### config.mk
export PLATFORM = sky130hd
export DESIGN_NAME = opsel_sequencer
export DESIGN_NICKNAME = d
export VERILOG_FILES = /design/src/rtl/opsel_pkg.sv /design/src/rtl/opsel_onehot_dec.sv /design/src/rtl/opsel_sequencer.sv
export SDC_FILE = /design/constraint.sdc
export NUM_CORES = 1
export LEC_CHECK = 0
export ABC_AREA = 0
export CAP_MARGIN = 20
export CORE_MARGIN = 2
export CORE_UTILIZATION = 35
export DETAILED_ROUTE_END_ITERATION = 16
export GPL_ROUTABILITY_DRIVEN = 0
export PLACE_DENSITY = 0.69
export SLEW_MARGIN = 25
export SYNTH_ARGS = -nofsm -noshare
export SYNTH_HDL_FRONTEND = slang
export SYNTH_SLANG_ARGS = --single-unit
### constraint.sdc
create_clock -name i_clk -period 3.1 [get_ports i_clk]
set_clock_uncertainty 0.1 [all_clocks]
set_input_delay 0.465 -clock i_clk [delete_from_list [all_inputs] [get_ports i_clk]]
set_output_delay 0.465 -clock i_clk [all_outputs]
set_load 0.005 [all_outputs]
### src/rtl/opsel_pkg.sv
// opsel_pkg: shared types and constants for the ALU op-select sequencer.
//   NUM_OPS / OPCODE_W : channel count of the one-hot op mux and opcode width.
//   opcode_t, sel_t     : opcode and one-hot select bus types.
//   state_t             : sequencer FSM states.
package opsel_pkg;

    localparam int unsigned NUM_OPS  = 16;
    localparam int unsigned OPCODE_W = 4;

    typedef logic [OPCODE_W-1:0] opcode_t;
    typedef logic [NUM_OPS-1:0]  sel_t;

    typedef enum logic [1:0] {
        IDLE = 2'd0,
        EXEC = 2'd1,
        ERR  = 2'd2
    } state_t;

endpackage

### src/rtl/opsel_onehot_dec.sv
// opsel_onehot_dec: combinational opcode to one-hot select decoder.
//   i_opcode : operation number 0..NUM_OPS-1.
//   o_select : one-hot select, bit i_opcode set.
module opsel_onehot_dec
    import opsel_pkg::*;
(
    input  opcode_t i_opcode,
    output sel_t    o_select
);

    assign o_select = sel_t'(1) << i_opcode;

endmodule

### src/rtl/opsel_sequencer.sv
// opsel_sequencer: accepts an opcode over valid/ready and drives the one-hot select bus of the
// ALU op mux for one cycle, or MULTI_CYCLES cycles for ops flagged in MULTI_MASK. Select is
// all-zero whenever no op is active.
// Optional build macro OPSEL_ILLEGAL_TRAP_EN: opcodes flagged in ILLEGAL_MASK are trapped in a
// one-cycle ERR state that pulses o_err instead of executing. Without it o_err is tied low.
// Ports:
//   i_clk       : clock, rising edge.
//   i_rst_n     : synchronous active-low reset.
//   i_op_valid  : opcode request valid.
//   i_opcode    : opcode 0..15.
//   o_op_ready  : high in IDLE; request accepted on i_op_valid && o_op_ready.
//   o_select    : one-hot select, zero when idle.
//   o_sel_valid : select is driving an active op.
//   o_done      : pulse in the last select cycle of an op.
//   o_err       : pulse for a trapped illegal opcode.
module opsel_sequencer
    import opsel_pkg::*;
#(
    parameter int unsigned MULTI_CYCLES = 4,
    parameter logic [15:0] MULTI_MASK   = 16'hC000,
    parameter logic [15:0] ILLEGAL_MASK = 16'h0100
) (
    input  logic        i_clk,
    input  logic        i_rst_n,
    input  logic        i_op_valid,
    input  logic [3:0]  i_opcode,
    output logic        o_op_ready,
    output logic [15:0] o_select,
    output logic        o_sel_valid,
    output logic        o_done,
    output logic        o_err
);

    localparam int unsigned CntW = $clog2(MULTI_CYCLES + 1);
    localparam logic [CntW-1:0] CntMulti = CntW'(MULTI_CYCLES - 1);
    localparam logic [CntW-1:0] CntOne   = CntW'(1);

    state_t          r_state;
    logic [CntW-1:0] r_cnt;
    opcode_t         r_op;
    logic            r_sel_valid;
    logic            r_done;
    sel_t            w_dec_sel;
    logic [CntW-1:0] w_first_cnt;

    // Remaining select cycles after the first one.
    assign w_first_cnt = MULTI_MASK[i_opcode] ? CntMulti : '0;

`ifdef OPSEL_ILLEGAL_TRAP_EN
    logic r_err;
    logic w_trap;
    assign w_trap = ILLEGAL_MASK[i_opcode];
    assign o_err  = r_err;
`else
    logic w_unused_illegal;
    assign w_unused_illegal = ^ILLEGAL_MASK;
    assign o_err = 1'b0;
`endif

    always_ff @(posedge i_clk) begin
        if (!i_rst_n) begin
            r_state     <= IDLE;
            r_cnt       <= '0;
            r_op        <= '0;
            r_sel_valid <= 1'b0;
            r_done      <= 1'b0;
`ifdef OPSEL_ILLEGAL_TRAP_EN
            r_err       <= 1'b0;
`endif
        end else begin
            unique case (r_state)
                IDLE: begin
                    if (i_op_valid) begin
                        r_op <= i_opcode;
`ifdef OPSEL_ILLEGAL_TRAP_EN
                        if (w_trap) begin
                            r_state <= ERR;
                            r_err   <= 1'b1;
                        end else begin
                            r_state     <= EXEC;
                            r_sel_valid <= 1'b1;
                            r_cnt       <= w_first_cnt;
                            r_done      <= (w_first_cnt == '0);
                        end
`else
                        r_state     <= EXEC;
                        r_sel_valid <= 1'b1;
                        r_cnt       <= w_first_cnt;
                        r_done      <= (w_first_cnt == '0);
`endif
                    end
                end
                EXEC: begin
                    if (r_cnt != '0) begin
                        r_cnt  <= r_cnt - CntOne;
                        // Next cycle is the last one when the count reaches zero.
                        r_done <= (r_cnt == CntOne);
                    end else begin
                        r_state     <= IDLE;
                        r_sel_valid <= 1'b0;
                        r_done      <= 1'b0;
                    end
                end
`ifdef OPSEL_ILLEGAL_TRAP_EN
                ERR: begin
                    r_state <= IDLE;
                    r_err   <= 1'b0;
                end
`endif
                default: begin
                    r_state     <= IDLE;
                    r_sel_valid <= 1'b0;
                    r_done      <= 1'b0;
                end
            endcase
        end
    end

    opsel_onehot_dec u_dec (
        .i_opcode (r_op),
        .o_select (w_dec_sel)
    );

    // Gated by the registered valid so the bus is zero outside EXEC.
    assign o_select    = r_sel_valid ? w_dec_sel : '0;
    assign o_sel_valid = r_sel_valid;
    assign o_done      = r_done;
    assign o_op_ready  = (r_state == IDLE);

endmodule

======== After elaboration in Yosys (flattened, before gate mapping) ========
Memory sizes are Yosys's and may differ from the RTL's.
Cells that the tools add are included.
cells by class
  $lt $le $gt $ge ......................... 1
  muxes and demuxes ....................... 15
  equal/unequal tests ..................... 5
  bitwise gates (word level) .............. 0
  reductions and logical operators ........ 7
  divide/modulo/power cells ............... 0
  shift operators ......................... 1
  multiply operators ...................... 0
  add/sub/neg operators ................... 1
operator list
  cell                                                        count
  two-way mux 16 bit                                          1
  left shift 1 x 4 -> 16 bit, first input constant            1
  two-way mux 2 bit                                           3
  two-way mux 3 bit                                           2
  inequality test 2 bit, second input constant                3
  one-hot mux 3 bit (2 select lines)                          1
  less-than comparator 4 x 5 -> 1 bit, second input constant  1
  two-way mux 1 bit                                           5
  one-hot mux 1 bit (2 select lines)                          2
  one-hot mux 2 bit (2 select lines)                          1
  AND reduction 2 bit                                         2
  == test 3 x 1 -> 1 bit, second input constant               1
  zero test 3 bit                                             1
  AND reduction 3 bit                                         1
  nonzero test 3 bit                                          1
  subtractor 3 x 1 -> 3 bit, second input constant            1
  == test 2 x 1 -> 1 bit, second input constant               1
  zero test 2 bit                                             1
  nonzero test 2 bit                                          1
word-level totals
  bits in registers ....................... 11
  memories ................................ 1
  bits in latches ......................... 0
  output and inout port bits .............. 20
  bits in read-only memories .............. 16
  RAM bits ................................ 0
memory list
  memory            words  width  rd ports  clocked after Yosys merged registers in  wr ports  line                   source
  (name not given)  16     1      1         0                                        0         opsel_sequencer.sv:47  assign w_first_cnt = MULTI_MASK[i_opcode] ? CntMulti : '0;

======== Depth between registers and ports, before layout ========
Gate-level depths: netlist of the first run.
  depth in word-level cells ............... 6
  mapped depth ............................ 5
  mapped depth without buffers ............ 5

======== Cells and area by module ========
A second synthesis of the first run with hierarchy kept.
second synthesis, totals
  cells, all modules ...................... 86
  area total of the unflattened synthesis .. 809.5 um2
modules (own cells, without submodules)
  module            seq. area each (um2)  area an instance (um2)  instances  cells each
  opsel_sequencer   180.2                 583.1                   1          66
  opsel_onehot_dec  0.0                   226.5                   1          20

======== Least setup slack after synthesis of the first run ========
OpenSTA, ideal clock, no wires.
  path kind ............................... reg-to-output
  start ................................... reg r_sel_valid, in the netlist o_sel_valid
  end ..................................... out o_select[4]
  arrival ................................. 0.848 ns
  cell stages (with the launch flop) ...... 5
  setup slack ............................. 1.687 ns
  path buffers ............................ 1
  cell sequence ........................... dfxtp_1 buf_4 and2b_1 nand2_1 nor3_2
between the ends
  longest elaborated chain between the ends .. 1
RTL lines
  what                    line                    source
  from (decl)             opsel_sequencer.sv:41   logic r_sel_valid;
  from (signal assigned)  opsel_sequencer.sv:65   r_sel_valid <= 1'b0;
  from (signal assigned)  opsel_sequencer.sv:87   r_sel_valid <= 1'b1;
  from (signal assigned)  opsel_sequencer.sv:100  r_sel_valid <= 1'b0;
  two-way mux 16 bit      opsel_sequencer.sv:125  assign o_select = r_sel_valid ? w_dec_sel : '0;
  to (decl)               opsel_sequencer.sv:28   output logic [15:0] o_select,
No other way between the ends.

======== Final worst setup path of the first run ========
  start ................................... reg r_sel_valid, in the netlist o_sel_valid
  end ..................................... out o_select[1]
Same word-level chain as after synthesis.

==> metrics.txt, run 1 <==
status finished, final reports clean; final worst setup slack 755 ps; Vias 600; number of synthesized flops with an enable pin 0; Synth async-reset ratio 0%; total grt overflow 0; CP max FO 14; Worst path max stage delay 580 ps; Internal Power 0.000210 W; largest net degree at the start of global routing 15; RSZ-0062 raised after global routing no; Die Footprint 2080 um2; Vias/cell 4.96; proportion of layout cells with a drive suffix above 1 9.62%; synth top area cells dfxtp_1 (30%), nand2_1 (8.1%), ha_1 (6.2%); final instance area 880 um2; Yosys Warn Count 0; DRC 0; Detailed Route Iter0 Violations 4; I/O pin cnt 27; fin crit period 2340 ps; chip height 45.6 um; Critical Path Source Type register; Post-CTS Setup Repair Bufs 0; Core Util, Final 52.7%; NetSw 0.0000897 W; row count 15; placed wire-length estimate 1060 um; worst hold start r_op[0]; Setup Total Neg Slack 0 ps; antenna-violating nets left 0; Clk pin slew, worst setup/hold paths 70 ps; top-area cell type share of the netlist area 29.8%; Cells after Synth 79; DR pass1 iterations 4; Worst Hold Class reg -> reg; Worst setup EP type primary output; Initial Util 36.3%; CP Class reg -> out; share of power burned in registers 45.9%; Inserted Diodes 0; CP Cell Sequence nand2_1, nor4_1, clkdlybuf4s50_1; pre-CTS WS 1040 ps; prevailing post-synth register cell dfxtp_1; commonest cells in the netlist nand2_1 (13), dfxtp_1 (9), nor2_1 (7), nor3_1 (7), nand2b_1 (5); vias in the first global route 572; Clock Latency Late Sink 270 ps; Layout Nets 115; Leak 0.318 nW; Num CTS Buffers 3; reg2reg setup slack 1720 ps; max-cap violations 0; PD cells 341 nW/um2; DP Area 852 um2; root buf cell clkbuf_4; initial antenna violation count 0; synthesis-to-layout area growth 45.2%; clk sink count 9; most common cell in the netlist nand2_1; Fmax 0.426 GHz; port bufs 25; sequential-to-total area share from yosys stat 29.8%; cell taking the most area after synthesis dfxtp_1; die width 45.6 um; synthesized cell area 606 um2; Core ar. 1670 um2; CP max stage cell dfxtp_1; first-pass GRT wire length 2370 um; switching share of power 29.9%; Avg WL per Cell 10.9 um; Setup violations, final 0; final WL 1320 um; R2R depth 3; period utilization 75.6%; Clock Path Buffers 2; hold depth 2; Synth Area per Inst 7.67 um2; Worst EP required 2530 ps; final hold vios 0; cts hold-fix bufs 0; Yosys cell types 26; Logic pwr share 23.5%; GRT Util Overall 15.5%; worst vdd ir 0.236 mV; final slew viol count 0; CTS tree done; sink of the worst hold path r_op[0]; Critical Path AT 1780 ps; r2r startpoint o_sel_valid; CTS H-tree depth 1; CTS-repair resized insts 0; Reg-to-Reg End r_cnt[0]; Syn Nets 89; Yosys reg bits 9; overall power 0.000300 W; clock power share 30.6%
[cell type report]
cell class	instances	area, um2
Multi-Input combinational cell	63	389
Inverter	3	11.3
Sequential cell	9	180
Clock inverter	1	5.00
Clock buffer	3	22.5
Tap cell	17	21.3
Fill cell	177	791
Timing Repair Buffer	25	250
[cell families (layout without fill, tap and decap cells)]
family / after synthesis / count (layout) / synth area share [%]
AND/OR/NAND/NOR: 47 / 47 / 41.9
buffers and inverters: 7 / 32 / 5.99
adder cells (fa/ha/maj): 3 / 3 / 6.20
other: 1 / 1 / 0.619
AO/OA/AOI/OAI: 12 / 12 / 15.5
flip-flops: 9 / 9 / 29.8
[critical path: cells and delay by family, from the launching register on]
family | cells | cell delay, ps
simple gates | 2 | 390
flops | 1 | 580
buf+inv | 1 | 550
[stage by stage]
step                hold WS (ps)  std cells
floorplan                    345         79
global placement             401        117
detailed placement           420        117
CTS                          429        121
global route                 452        121
finish                       418        121
[layer usage]
layer	up-vias	share of wire (%)	global-route usage (%)
li1	319	-	-
met1	261	45	17.4
met2	20	49	28.2
met3	0	6.2	3.57
met4	0	0	5.29
met5	-	0	0
[worst max path at each step]
stage                     slack [ps]  depth (start not counted)   startpoint     endpoint
after floorplan                 1690                          4  o_sel_valid  o_select[4]
after global placement          1070                          3  o_sel_valid  o_select[1]
after detailed placement        1040                          3  o_sel_valid  o_select[1]
after CTS                        730                          3  o_sel_valid  o_select[1]
after global routing             590                          3  o_sel_valid  o_select[1]
final                            760                          3  o_sel_valid  o_select[1]
[cells in the final DEF, fill, tap and decap left out]
master | netlist | layout
nor4_1 | 2 | 2
o2111ai_1 | 1 | 1
a21oi_2 | 1 | 1
nor3_1 | 7 | 7
dfxtp_1 | 9 | 9
inv_1 | 3 | 3
nand2_1 | 13 | 13
and3_1 | 3 | 3
nor3_2 | 1 | 1
a31oi_1 | 1 | 1
nor2_1 | 7 | 7
nand3_1 | 2 | 2
o21ai_1 | 3 | 3
clkinv_2 | 0 | 1
clkdlybuf4s50_1 | 0 | 25
ha_1 | 3 | 3
and2b_4 | 1 | 1
nand4bb_1 | 1 | 1
nor2b_1 | 2 | 2
nand4_1 | 1 | 1
a211oi_2 | 2 | 2
conb_1 | 1 | 1
nand2b_4 | 1 | 1
a21boi_1 | 4 | 4
clkbuf_4 | 0 | 3
and2b_1 | 1 | 1
nand2b_1 | 5 | 5
[state kept, by name, summed over array words and instances, names as in the netlist]
name,count
r_cnt,3
o_done,1
o_sel_valid,1
r_op,4
[power groups by stage]
| stage | sequential, W | combinational, W | clock (W) |
|---|---|---|---|
| after global placement | 0.000140 | 0.0000701 | 0 |
| after global routing | 0.000140 | 0.0000796 | 0.000101 |
| after floorplan | 0.000133 | 0.0000507 | 0 |
| after CTS | 0.000138 | 0.0000712 | 0.0000951 |
| after detailed placement | 0.000140 | 0.0000707 | 0 |
| final | 0.000138 | 0.0000705 | 0.0000919 |
No activity file was read; power rests on OpenSTA's default activity.
==> inputs of run 2 (changes only) <==
--- a/config.mk
+++ b/config.mk
@@ -11,7 +11,7 @@
 export CORE_UTILIZATION = 35
 export DETAILED_ROUTE_END_ITERATION = 16
 export GPL_ROUTABILITY_DRIVEN = 0
-export PLACE_DENSITY = 0.69
+export PLACE_DENSITY = 0.72
 export SLEW_MARGIN = 25
 export SYNTH_ARGS = -nofsm -noshare
 export SYNTH_HDL_FRONTEND = slang
==> constraint.sdc (replaced) <==
create_clock -name i_clk -period 2 [get_ports i_clk]
set_clock_uncertainty 0.1 [all_clocks]
set_input_delay 0.3 -clock i_clk [delete_from_list [all_inputs] [get_ports i_clk]]
set_output_delay 0.3 -clock i_clk [all_outputs]
set_load 0.005 [all_outputs]
==> run 2 against run 1 <==
  * Sequential power is 54% higher
  * Setup slack worse by 700 ps
  * Wire length is 8.2% higher
  * Hold slack worse by 28 ps
  * Highest routed layer is now met4
==> metrics.txt, run 2 (same netlist as run 1, synthesis figures left out) <==
period utilization 97.3%; largest net degree at the start of global routing 13 (was 15); Core Util, Final 55.4% (was 52.7%); hold depth 2 (unchanged); largest registers in the final layout r_op (4), r_cnt (3) (unchanged); DRC 0 (unchanged); chip height 45.6 um (unchanged); Clock Path Buffers 2 (unchanged); Reg-to-Reg End r_cnt[1] (was r_cnt[0]); total grt overflow 0 (unchanged); Worst EP required 1600 ps (was 2530 ps); R2R depth 5 (was 3); Biggest register r_op (unchanged); max-cap violations 0 (unchanged); Core ar. 1670 um2 (unchanged); Internal Power 0.000332 W (was 0.000210 W); reg2reg setup slack 680 ps (was 1720 ps); number of flip-flops in the largest register 4 (unchanged); Die Footprint 2080 um2 (unchanged); hold slack 390 ps (was 418 ps); Leak 0.379 nW (was 0.318 nW); fin crit period 1950 ps; port bufs 25 (unchanged); share of power burned in registers 44.8% (was 45.9%); vias in the first global route 574 (was 572); CP Class reg -> out (unchanged); worst hold start r_op[0] (unchanged); Critical Path Source Type register (unchanged); CTS tree done (unchanged); most frequent cells in the layout clkdlybuf4s50_1 (22), nand2_1 (13), nor2_1 (7), nor3_1 (5) (was clkdlybuf4s50_1 (25), nand2_1 (13), dfxtp_1 (9), nor2_1 (7), nor3_1 (7)); FILL cells 171 (was 177); Worst path max stage delay 530 ps (was 580 ps); sink of the worst hold path r_op[0] (unchanged); Vias 633 (was 600); Initial Util 36.3% (unchanged); most common cell after layout, fill and taps aside clkdlybuf4s50_1 (unchanged); GRT Util Overall 15.2% (was 15.5%); synthesis-to-layout area growth 52.9% (was 45.2%); final WL 1430 um (was 1320 um); antenna-violating nets left 0 (unchanged); clk sink count 9 (unchanged); Clock Latency Late Sink 270 ps (about the same); die width 45.6 um (unchanged); I/O pin cnt 27 (unchanged); Fmax 0.514 GHz; Layout Nets 116 (was 115); Worst setup EP type primary output (unchanged); row count 15 (unchanged); Critical Path AT 1550 ps (was 1780 ps); clock power share 30.4% (was 30.6%); PD cells 510 nW/um2 (was 341 nW/um2); Detailed Route Iter0 Violations 11 (was 4); CTS H-tree depth 1 (unchanged); placed wire-length estimate 1120 um (was 1060 um); first-pass GRT wire length 2210 um (was 2370 um); root buf cell clkbuf_4 (unchanged); status finished, final reports clean (unchanged); Avg WL per Cell 11.7 um (was 10.9 um); Num CTS Buffers 3 (unchanged); Clk pin slew, worst setup/hold paths 60 ps (was 70 ps); Worst Hold Class reg -> reg (unchanged); worst vdd ir 0.567 mV (was 0.236 mV); Logic pwr share 24.8% (was 23.5%); proportion of layout cells with a drive suffix above 1 18.1% (was 9.62%); overall power 0.000472 W (was 0.000300 W); final hold vios 0 (unchanged); Inserted Diodes 0 (unchanged); NetSw 0.000141 W (was 0.0000897 W); final slew viol count 0 (unchanged); Setup violations, final 0 (unchanged); CP max stage cell clkdlybuf4s50_1 (was dfxtp_1); initial antenna violation count 0 (unchanged); Vias/cell 5.19 (was 4.96); r2r startpoint r_cnt[0] (was o_sel_valid); CP max FO 6 (was 14); CP Cell Sequence nand2b_2, nor3_1, clkdlybuf4s50_1 (was nand2_1, nor4_1, clkdlybuf4s50_1); switching share of power 29.8% (was 29.9%); DR pass1 iterations 4 (unchanged)
==> run 2: cell types whose count changed in the layout (fill, tap and decap cells not counted), sizes merged <==
cell / delta
clkinv: -1
clkbuf: +1
clkdlybuf4s50: -3
dlymetal6s2s: +3
buf: +1
==> run 2: worst max-delay path by stage <==
stage / from / to / slack, ps / depth (start not counted)
final: r_op[0] / o_select[8] / 50 / 3
after global routing: r_op[0] / o_select[8] / -20 / 3
after floorplan: o_sel_valid / o_select[4] / 750 / 4
after global placement: r_op[3] / o_select[9] / 240 / 3
after CTS: r_op[0] / o_select[0] / 3 / 3
after detailed placement: r_op[3] / o_select[9] / 200 / 3
==> run 2: critical path, delay by kind of cell, from the launching register on <==
family	cells	cell delay [ps]
AND/OR/NAND/NOR	2	410
flip-flops	1	340
buffers and inverters	1	530
==> run 2: final cells by class <==
| type | instances | area, um2 | share of cell area, % |
|---|---|---|---|
| inverters | 3 | 11.3 | 1.22 |
| repair buffers | 26 | 265 | 28.6 |
| flip-flops and latches | 9 | 194 | 20.9 |
| multi-input cells | 63 | 408 | 44.1 |
| clock buffers | 4 | 26.3 | 2.84 |
| well taps | 17 | 21.3 | 2.30 |
==> run 2: power groups by stage <==
stage	Combinational [W]	Sequential, W	Clock, W
floorplan	0.0000786	0.000206	0
global placement	0.000114	0.000213	0
detailed placement	0.000116	0.000214	0
CTS	0.000116	0.000211	0.000151
global route	0.000129	0.000214	0.000161
finish	0.000117	0.000212	0.000144
==> run 2: repair_timing <==
item	in CTS	in global routing
buffers inserted	0	0
hold buffers	0	0
pin swaps	0	0
endpoints found under the setup margin	6	12
resized for setup	3	12
==> run 2: per-stage QoR <==
step / setup slack [ps] / cell area (um2) / std cells / TNS [ps]
after floorplan: 752 / 606 / 79 / 0
after CTS: 2.77 / 890 / 122 / 0
after global routing: -24.8 / 926 / 122 / -24.8
after detailed placement: 199 / 860 / 118 / 0
final: 53.6 / 926 / 122 / 0
after global placement: 236 / 860 / 118 / 0
==> run 2: metal layers <==
| metal | track usage [%] | up-vias | part of all wire, % |
|---|---|---|---|
| li1 | - | 323 | - |
| met4 | 10.0 | 0 | 2.0 |
| met1 | 13.3 | 284 | 38 |
| met5 | 0 | - | 0 |
| met2 | 29.9 | 22 | 53 |
| met3 | 3.57 | 4 | 6.9 |
